===== config.mk =====
export PLATFORM = sky130hd
export DESIGN_NAME = hbconsole_link
export DESIGN_NICKNAME = d
export VERILOG_FILES = /design/src/rtl/hbconsole_defs.sv /design/src/rtl/hbconsole_link.sv
export SDC_FILE = /design/constraint.sdc
export NUM_CORES = 1
export LEC_CHECK = 0
export ABC_AREA = 0
export CAP_MARGIN = 0
export CELL_PAD_IN_SITES_DETAIL_PLACEMENT = 1
export CELL_PAD_IN_SITES_GLOBAL_PLACEMENT = 1
export CORE_AREA = 4 4 92 68
export CTS_BUF_LIST = sky130_fd_sc_hd__clkbuf_4 sky130_fd_sc_hd__clkbuf_8
export DETAILED_ROUTE_END_ITERATION = 10
export DIE_AREA = 0 0 96 72
export GPL_ROUTABILITY_DRIVEN = 0
export HOLD_SLACK_MARGIN = 0.12
export PLACE_DENSITY = 0.74
export SETUP_SLACK_MARGIN = 0.2
export SYNTH_ARGS = -nofsm -noshare
export SYNTH_HDL_FRONTEND = slang
export SYNTH_SLANG_ARGS = --single-unit

===== constraint.sdc =====
create_clock -name i_clk -period 4 [get_ports i_clk]
set_input_delay 0.4 -clock i_clk [delete_from_list [all_inputs] [get_ports i_clk]]
set_output_delay 0.4 -clock i_clk [all_outputs]
set_load 0.02 [all_outputs]

===== src/rtl/hbconsole_defs.sv =====
// Shared constants for the hexbus/console UART link: newline, FSM encodings,
// and the position of the channel tag bit within a UART byte.
package hbconsole_defs;

  localparam logic [6:0] NEWLINE   = 7'h0a;

  localparam logic [0:0] ST_IDLE   = 1'b0;
  localparam logic [0:0] ST_HB_PKT = 1'b1;

  localparam int   TAG_BIT = 7;
  localparam logic TAG_HB  = 1'b1;
  localparam logic TAG_CON = 1'b0;

  function automatic logic [7:0] tag_char(input logic tag, input logic [6:0] ch);
    logic [7:0] b;
    b          = {1'b0, ch};
    b[TAG_BIT] = tag;
    return b;
  endfunction

endpackage


===== src/rtl/hbconsole_link.sv =====
// Shares one UART between a 7-bit console and a 7-bit hexbus channel: the top
// bit of every byte tags the channel, and a hexbus packet owns tx until newline.
module hbconsole_link
  import hbconsole_defs::*;
#(
  parameter int LGIDLE = 10
) (
  input  logic       i_clk,
  input  logic       i_reset_n,
  input  logic       i_rx_stb,
  input  logic [7:0] i_rx_byte,
  output logic       o_con_rx_stb,
  output logic [6:0] o_con_rx_data,
  output logic       o_hb_rx_stb,
  output logic [6:0] o_hb_rx_data,
  input  logic       i_con_tx_stb,
  input  logic [6:0] i_con_tx_data,
  output logic       o_con_tx_busy,
  input  logic       i_hb_tx_stb,
  input  logic [6:0] i_hb_tx_data,
  output logic       o_hb_tx_busy,
  output logic       o_tx_stb,
  output logic [7:0] o_tx_byte,
  input  logic       i_tx_busy
);

  localparam logic [LGIDLE-1:0] CNT_ONE = {{(LGIDLE-1){1'b0}}, 1'b1};

  logic [0:0]        state;
  logic              last_hb;
  logic [LGIDLE-1:0] idle_cnt;

  logic load;
  logic sel_hb;
  logic hb_accept;
  logic con_accept;
  logic hb_newline;
  logic idle_done;

  // Arbitration: the output register can take a byte when empty or draining.
  always_comb begin
    load       = i_reset_n && (!o_tx_stb || !i_tx_busy);
    sel_hb     = (state == ST_HB_PKT) || (i_hb_tx_stb && !(last_hb && i_con_tx_stb));
    hb_accept  = load && sel_hb && i_hb_tx_stb;
    con_accept = load && !sel_hb && i_con_tx_stb;
    hb_newline = (i_hb_tx_data == NEWLINE);
    idle_done  = &idle_cnt;
  end

  assign o_hb_tx_busy  = !(load && sel_hb);
  assign o_con_tx_busy = !(load && !sel_hb);

  // Rx demux stage
  always_ff @(posedge i_clk or negedge i_reset_n) begin
    if (!i_reset_n) begin
      o_con_rx_stb  <= 1'b0;
      o_hb_rx_stb   <= 1'b0;
      o_con_rx_data <= 7'h00;
      o_hb_rx_data  <= 7'h00;
    end else begin
      o_con_rx_stb <= i_rx_stb && (i_rx_byte[TAG_BIT] == TAG_CON);
      o_hb_rx_stb  <= i_rx_stb && (i_rx_byte[TAG_BIT] == TAG_HB);
      if (i_rx_stb && (i_rx_byte[TAG_BIT] == TAG_CON))
        o_con_rx_data <= i_rx_byte[6:0];
      if (i_rx_stb && (i_rx_byte[TAG_BIT] == TAG_HB))
        o_hb_rx_data <= i_rx_byte[6:0];
    end
  end

  // Tx output stage
  always_ff @(posedge i_clk or negedge i_reset_n) begin
    if (!i_reset_n) begin
      o_tx_stb  <= 1'b0;
      o_tx_byte <= 8'h00;
    end else if (hb_accept) begin
      o_tx_stb  <= 1'b1;
      o_tx_byte <= tag_char(TAG_HB, i_hb_tx_data);
    end else if (con_accept) begin
      o_tx_stb  <= 1'b1;
      o_tx_byte <= tag_char(TAG_CON, i_con_tx_data);
    end else if (!i_tx_busy) begin
      o_tx_stb  <= 1'b0;
    end
  end

  // Packet ownership: a stalled hexbus packet is abandoned after the idle timeout
  always_ff @(posedge i_clk or negedge i_reset_n) begin
    if (!i_reset_n) begin
      state    <= ST_IDLE;
      last_hb  <= 1'b0;
      idle_cnt <= '0;
    end else if (state == ST_IDLE) begin
      idle_cnt <= '0;
      if (hb_accept) begin
        if (hb_newline)
          last_hb <= 1'b1;
        else
          state   <= ST_HB_PKT;
      end else if (con_accept) begin
        last_hb <= 1'b0;
      end
    end else begin
      if (hb_accept && hb_newline) begin
        state    <= ST_IDLE;
        last_hb  <= 1'b1;
        idle_cnt <= '0;
      end else if (i_hb_tx_stb) begin
        idle_cnt <= '0;
      end else if (idle_done) begin
        state    <= ST_IDLE;
        last_hb  <= 1'b1;
        idle_cnt <= '0;
      end else begin
        idle_cnt <= idle_cnt + CNT_ONE;
      end
    end
  end

endmodule


==> impl_metrics.prom <==
# TYPE chip_impl_metric gauge
chip_impl_info{name="status",value="finished, final reports clean"} 1
chip_impl_info{name="synth_top_family_by_area",value="multiplexers"} 1
chip_impl_info{name="cp-end-kind",value="primary output"} 1
chip_impl_metric{name="vdd_drop_max",unit="mV"} 0.207
chip_impl_metric{name="fin_cells",unit=""} 271
chip_impl_info{name="yosys.cell_count.top_type",value="sky130_fd_sc_hd__dfrtp_1"} 1
chip_impl_metric{name="place.port_buffers",unit=""} 54
chip_impl_metric{name="initial_utilization",unit=""} 0.289
chip_impl_metric{name="synthCells",unit=""} 136
chip_impl_metric{name="muxShareOfSynthArea",unit=""} 0.144
chip_impl_info{name="cts_tree",value="done"} 1
chip_impl_metric{name="drt_first_pass_iters",unit=""} 4
chip_impl_metric{name="wl_per_cell",unit="µm"} 14.2
chip_impl_metric{name="post_cts_resized",unit=""} 0
chip_impl_metric{name="clock_power_share",unit=""} 0.301
chip_impl_metric{name="netlist_area",unit="µm²"} 1590
chip_impl_metric{name="synth-xor-area-share",unit=""} 0.0386
chip_impl_metric{name="dr_wl_met3",unit="µm"} 280
chip_impl_metric{name="total_leakage_power",unit="nW"} 0.982
chip_impl_metric{name="syn_avg_cell_area",unit="µm²"} 11.7
chip_impl_metric{name="actual_slew_at_the_worst_max_slew_pin",unit="ns"} 1.17
chip_impl_metric{name="finalHoldWorstSlack",unit="ns"} 0.210
chip_impl_metric{name="synthDominantCellAreaShare",unit=""} 0.584
chip_impl_metric{name="initialDrtViolationCount",unit=""} 31
chip_impl_metric{name="total_wirelength_of_the_detailed_routed_design",unit="µm"} 3860
chip_impl_metric{name="netSwitchingPower",unit="mW"} 0.261
chip_impl_info{name="cp-start-kind",value="input port"} 1
chip_impl_info{name="yosys-top-cells-count",value="sky130_fd_sc_hd__dfrtp_1, sky130_fd_sc_hd__nor2_1, sky130_fd_sc_hd__mux2_2, sky130_fd_sc_hd__a21oi_1, sky130_fd_sc_hd__nand2_1"} 1
chip_impl_metric{name="cts.hold.buffers_added",unit=""} 0
chip_impl_metric{name="io_pins",unit=""} 55
chip_impl_metric{name="diodes",unit=""} 0
chip_impl_metric{name="place.detailed.hpwl",unit="µm"} 2900
chip_impl_metric{name="dpl.cell_count",unit=""} 263
chip_impl_metric{name="route.detailed.drc",unit=""} 0
chip_impl_metric{name="synthArstFlopShare",unit=""} 1.00
chip_impl_metric{name="antenna_found_initial",unit=""} 0
chip_impl_info{name="hold_path_class",value="input port to asynchronous set/reset pin"} 1
chip_impl_info{name="rsz0062_at_grt",value="false"} 1
chip_impl_metric{name="cts.clk_slew.worst_paths",unit="ns"} 0.07
chip_impl_metric{name="switching_share",unit=""} 0.274
chip_impl_metric{name="setup-violations-final",unit=""} 0
chip_impl_metric{name="grt_use_total",unit=""} 0.123
chip_impl_metric{name="worst_path_max_fanout",unit=""} 3
chip_impl_metric{name="detail_route.wirelength.met1",unit="µm"} 1800
chip_impl_metric{name="fmax",unit="GHz"} 0.427
chip_impl_metric{name="num-nets-final",unit=""} 224
chip_impl_metric{name="compound_gate_fraction_of_synth_area",unit=""} 0.0686
chip_impl_metric{name="cts_post_setup_buffers_inserted",unit=""} 0
chip_impl_info{name="critical_path.cell_chain",value="clkdlybuf4s50_1, nand2_1, a21oi_1, nand2b_1, clkdlybuf4s50_1"} 1
chip_impl_metric{name="number_of_vias_after_detailed_routing",unit=""} 1207
chip_impl_metric{name="cap_violations",unit=""} 0
chip_impl_metric{name="timing.final.crit_share",unit=""} 0.586
chip_impl_info{name="regToRegEndpoint",value="o_tx_byte[1]$_DFFE_PN0P_"} 1
chip_impl_info{name="highest_layer_used_for_signal_routing",value="met4"} 1
chip_impl_metric{name="postSynthNetCount",unit=""} 165
chip_impl_metric{name="dieArea",unit="µm²"} 6910
chip_impl_metric{name="area_growth_syn_to_layout",unit="%"} 45.7
chip_impl_metric{name="fin_tns_setup",unit="ns"} 0
chip_impl_info{name="synth_area_leaders",value="sky130_fd_sc_hd__dfrtp_1, sky130_fd_sc_hd__mux2_2, sky130_fd_sc_hd__mux2i_1"} 1
chip_impl_info{name="startpoint_of_the_worst_register_to_register_path",value="o_tx_stb$_DFFE_PN0P_"} 1
chip_impl_metric{name="skew_pair_late_insertion_delay",unit="ns"} 0.29
chip_impl_metric{name="period_needed",unit="ns"} 2.34
chip_impl_metric{name="coreArea",unit="µm²"} 5500
chip_impl_metric{name="cts-buffers-inserted",unit=""} 5
chip_impl_metric{name="design_power_total",unit="mW"} 0.953
chip_impl_metric{name="post_synthesis_share_of_cell_area_spent_on_full_adders_half_adders_and_majority_gates",unit=""} 0.00789
chip_impl_metric{name="dr_wl_met2",unit="µm"} 1710
chip_impl_metric{name="cp_data_arrival_time",unit="ns"} 1.94
chip_impl_metric{name="drt-vias-per-instance",unit=""} 4.45
chip_impl_metric{name="number_of_nets_still_failing_antenna_checks_after_routing",unit=""} 0
chip_impl_metric{name="vias_in_the_first_global_route",unit=""} 1360
chip_impl_metric{name="die-height",unit="µm"} 72
chip_impl_metric{name="drv_slew",unit=""} 0
chip_impl_metric{name="power.density",unit="nW/µm²"} 412
chip_impl_metric{name="critical_path_required",unit="ns"} 3.60
chip_impl_metric{name="max-clock-path-buffers",unit=""} 2
chip_impl_metric{name="critPathMaxStageDelay",unit="ns"} 0.60
chip_impl_metric{name="seq_power_share",unit=""} 0.460
chip_impl_metric{name="floorplan.die.width",unit="µm"} 96
chip_impl_info{name="synthFlopType",value="sky130_fd_sc_hd__dfrtp_1"} 1
chip_impl_metric{name="slew_headroom",unit=""} 0.219
chip_impl_metric{name="pin_count_of_the_biggest_net_entering_global_routing",unit=""} 38
chip_impl_info{name="timing.critical_path.slowest_stage_cell",value="sky130_fd_sc_hd__clkdlybuf4s50_1"} 1
chip_impl_metric{name="worst_r2r_path_depth",unit=""} 4
chip_impl_metric{name="wire_length_of_the_first_global_routing_pass",unit="µm"} 6500
chip_impl_metric{name="final.setup_skew",unit="ns"} 0.00509
chip_impl_info{name="setup.worst_path.start",value="i_con_tx_stb"} 1
chip_impl_metric{name="ys_types",unit=""} 28
chip_impl_metric{name="finalHoldViolations",unit=""} 0
chip_impl_metric{name="core.rowCount",unit=""} 23
chip_impl_metric{name="filler_cell_count",unit=""} 583
chip_impl_metric{name="yosysSeqAreaShare",unit=""} 0.584
chip_impl_info{name="timing.critical_path.to",value="o_hb_tx_busy"} 1
chip_impl_metric{name="comb_power_share",unit=""} 0.239
chip_impl_metric{name="synth_simple_gate_area_frac",unit=""} 0.140
chip_impl_metric{name="synth_enable_flop_cells",unit=""} 0
chip_impl_info{name="worst-setup-path-type",value="input port to primary output"} 1
chip_impl_metric{name="cts_htree_levels",unit=""} 2
chip_impl_metric{name="ys_seq_elements",unit=""} 37
chip_impl_info{name="synth_largest_area_cell",value="sky130_fd_sc_hd__dfrtp_1"} 1
chip_impl_info{name="path_common_cell",value="sky130_fd_sc_hd__clkdlybuf4s50_1"} 1
chip_impl_metric{name="slack_of_the_worst_reg_to_reg_path",unit="ns"} 2.17
chip_impl_metric{name="post_route_cells_drive_above_1_share",unit=""} 0.148
chip_impl_metric{name="yosysWarningCount",unit=""} 0
chip_impl_info{name="cts-root-buf",value="sky130_fd_sc_hd__clkbuf_8"} 1
chip_impl_metric{name="internal-power",unit="mW"} 0.691
chip_impl_metric{name="overflow",unit=""} 0
chip_impl_metric{name="numClockSinks",unit=""} 37
## cells in the final DEF (no fill, tap or decap), types with 3 or more instances in the layout
| master | instances |
|---|---|
| sky130_fd_sc_hd__clkdlybuf4s50_1 | 53 |
| sky130_fd_sc_hd__dfrtp_1 | 37 |
| sky130_fd_sc_hd__nor2_1 | 18 |
| sky130_fd_sc_hd__mux2_2 | 14 |
| sky130_fd_sc_hd__nand2_1 | 10 |
| sky130_fd_sc_hd__a21oi_1 | 10 |
| sky130_fd_sc_hd__mux2i_1 | 7 |
| sky130_fd_sc_hd__clkbuf_8 | 7 |
| sky130_fd_sc_hd__xnor2_1 | 5 |
| sky130_fd_sc_hd__inv_1 | 4 |
| sky130_fd_sc_hd__nand3_1 | 4 |
| sky130_fd_sc_hd__nand2b_1 | 3 |
| sky130_fd_sc_hd__nor3_1 | 3 |
## layer usage
| layer | vias to the layer above | track usage |
|---|---|---|
| met5 | - | 0 |
| met4 | 0 | 0.0521 |
| met1 | 577 | 0.165 |
| met2 | 32 | 0.181 |
| li1 | 590 | - |
| met3 | 8 | 0.0425 |
## cell families (layout without fill, tap and decap cells)
group	count (synthesis)	in the layout
simple gates	46	46
flops	37	37
mux	21	21
compound gates	17	17
xor+xnor	7	7
buf+inv	7	67
fa+ha+maj	1	1
## registers in the layout (all words and copies together) (netlist names), 7 cells and up
register,flops
o_hb_rx_data,7
o_tx_byte,8
o_con_rx_data,7
idle_cnt,10
## critical path: cells and delay by family
| family | cells | cell delay (ns) |
|---|---|---|
| AO/OA/AOI/OAI | 1 | 0.18 |
| buffers and inverters | 2 | 1.11 |
| AND/OR/NAND/NOR | 2 | 0.24 |
## stage by stage
step | setup WS [ns] | instance area [µm²] | utilization
4_1_cts | 1.63 | 2310 | 0.420
3_5_place_dp | 1.64 | 2210 | 0.402
2_1_floorplan | 2.46 | 1590 | -
5_1_grt | 1.52 | 2310 | 0.420
6_report | 1.66 | 2310 | 0.420
3_3_place_gp | 1.70 | 2210 | 0.402
## layout make-up
type | instances | area (µm²) | share of cell area
Sequential cell | 37 | 926 | 0.401
Tap cell | 75 | 93.8 | 0.0406
Clock inverter | 1 | 5.00 | 0.00217
Multi-Input combinational cell | 92 | 632 | 0.273
Inverter | 4 | 15.0 | 0.00650
Timing Repair Buffer | 55 | 543 | 0.235
Clock buffer | 7 | 96.3 | 0.0417
## worst min-delay path by stage
stage / start / end
after floorplan: i_reset_n / idle_cnt[0]$_DFF_PN0_
after global placement: idle_cnt[0]$_DFF_PN0_ / idle_cnt[0]$_DFF_PN0_
after detailed placement: idle_cnt[0]$_DFF_PN0_ / idle_cnt[0]$_DFF_PN0_
after CTS: i_reset_n / o_con_rx_data[6]$_DFFE_PN0P_
after global routing: i_reset_n / o_hb_rx_data[4]$_DFFE_PN0P_
final: i_reset_n / state$_DFF_PN0_
## power groups by stage
stage | logic [mW] | registers, mW | clock network (mW)
after floorplan | 0.0561 | 0.489 | 0
after global placement | 0.228 | 0.444 | 0
after detailed placement | 0.231 | 0.446 | 0
after CTS | 0.232 | 0.439 | 0.298
after global routing | 0.246 | 0.444 | 0.312
final | 0.228 | 0.438 | 0.287
(Power assumes the default switching activity.)
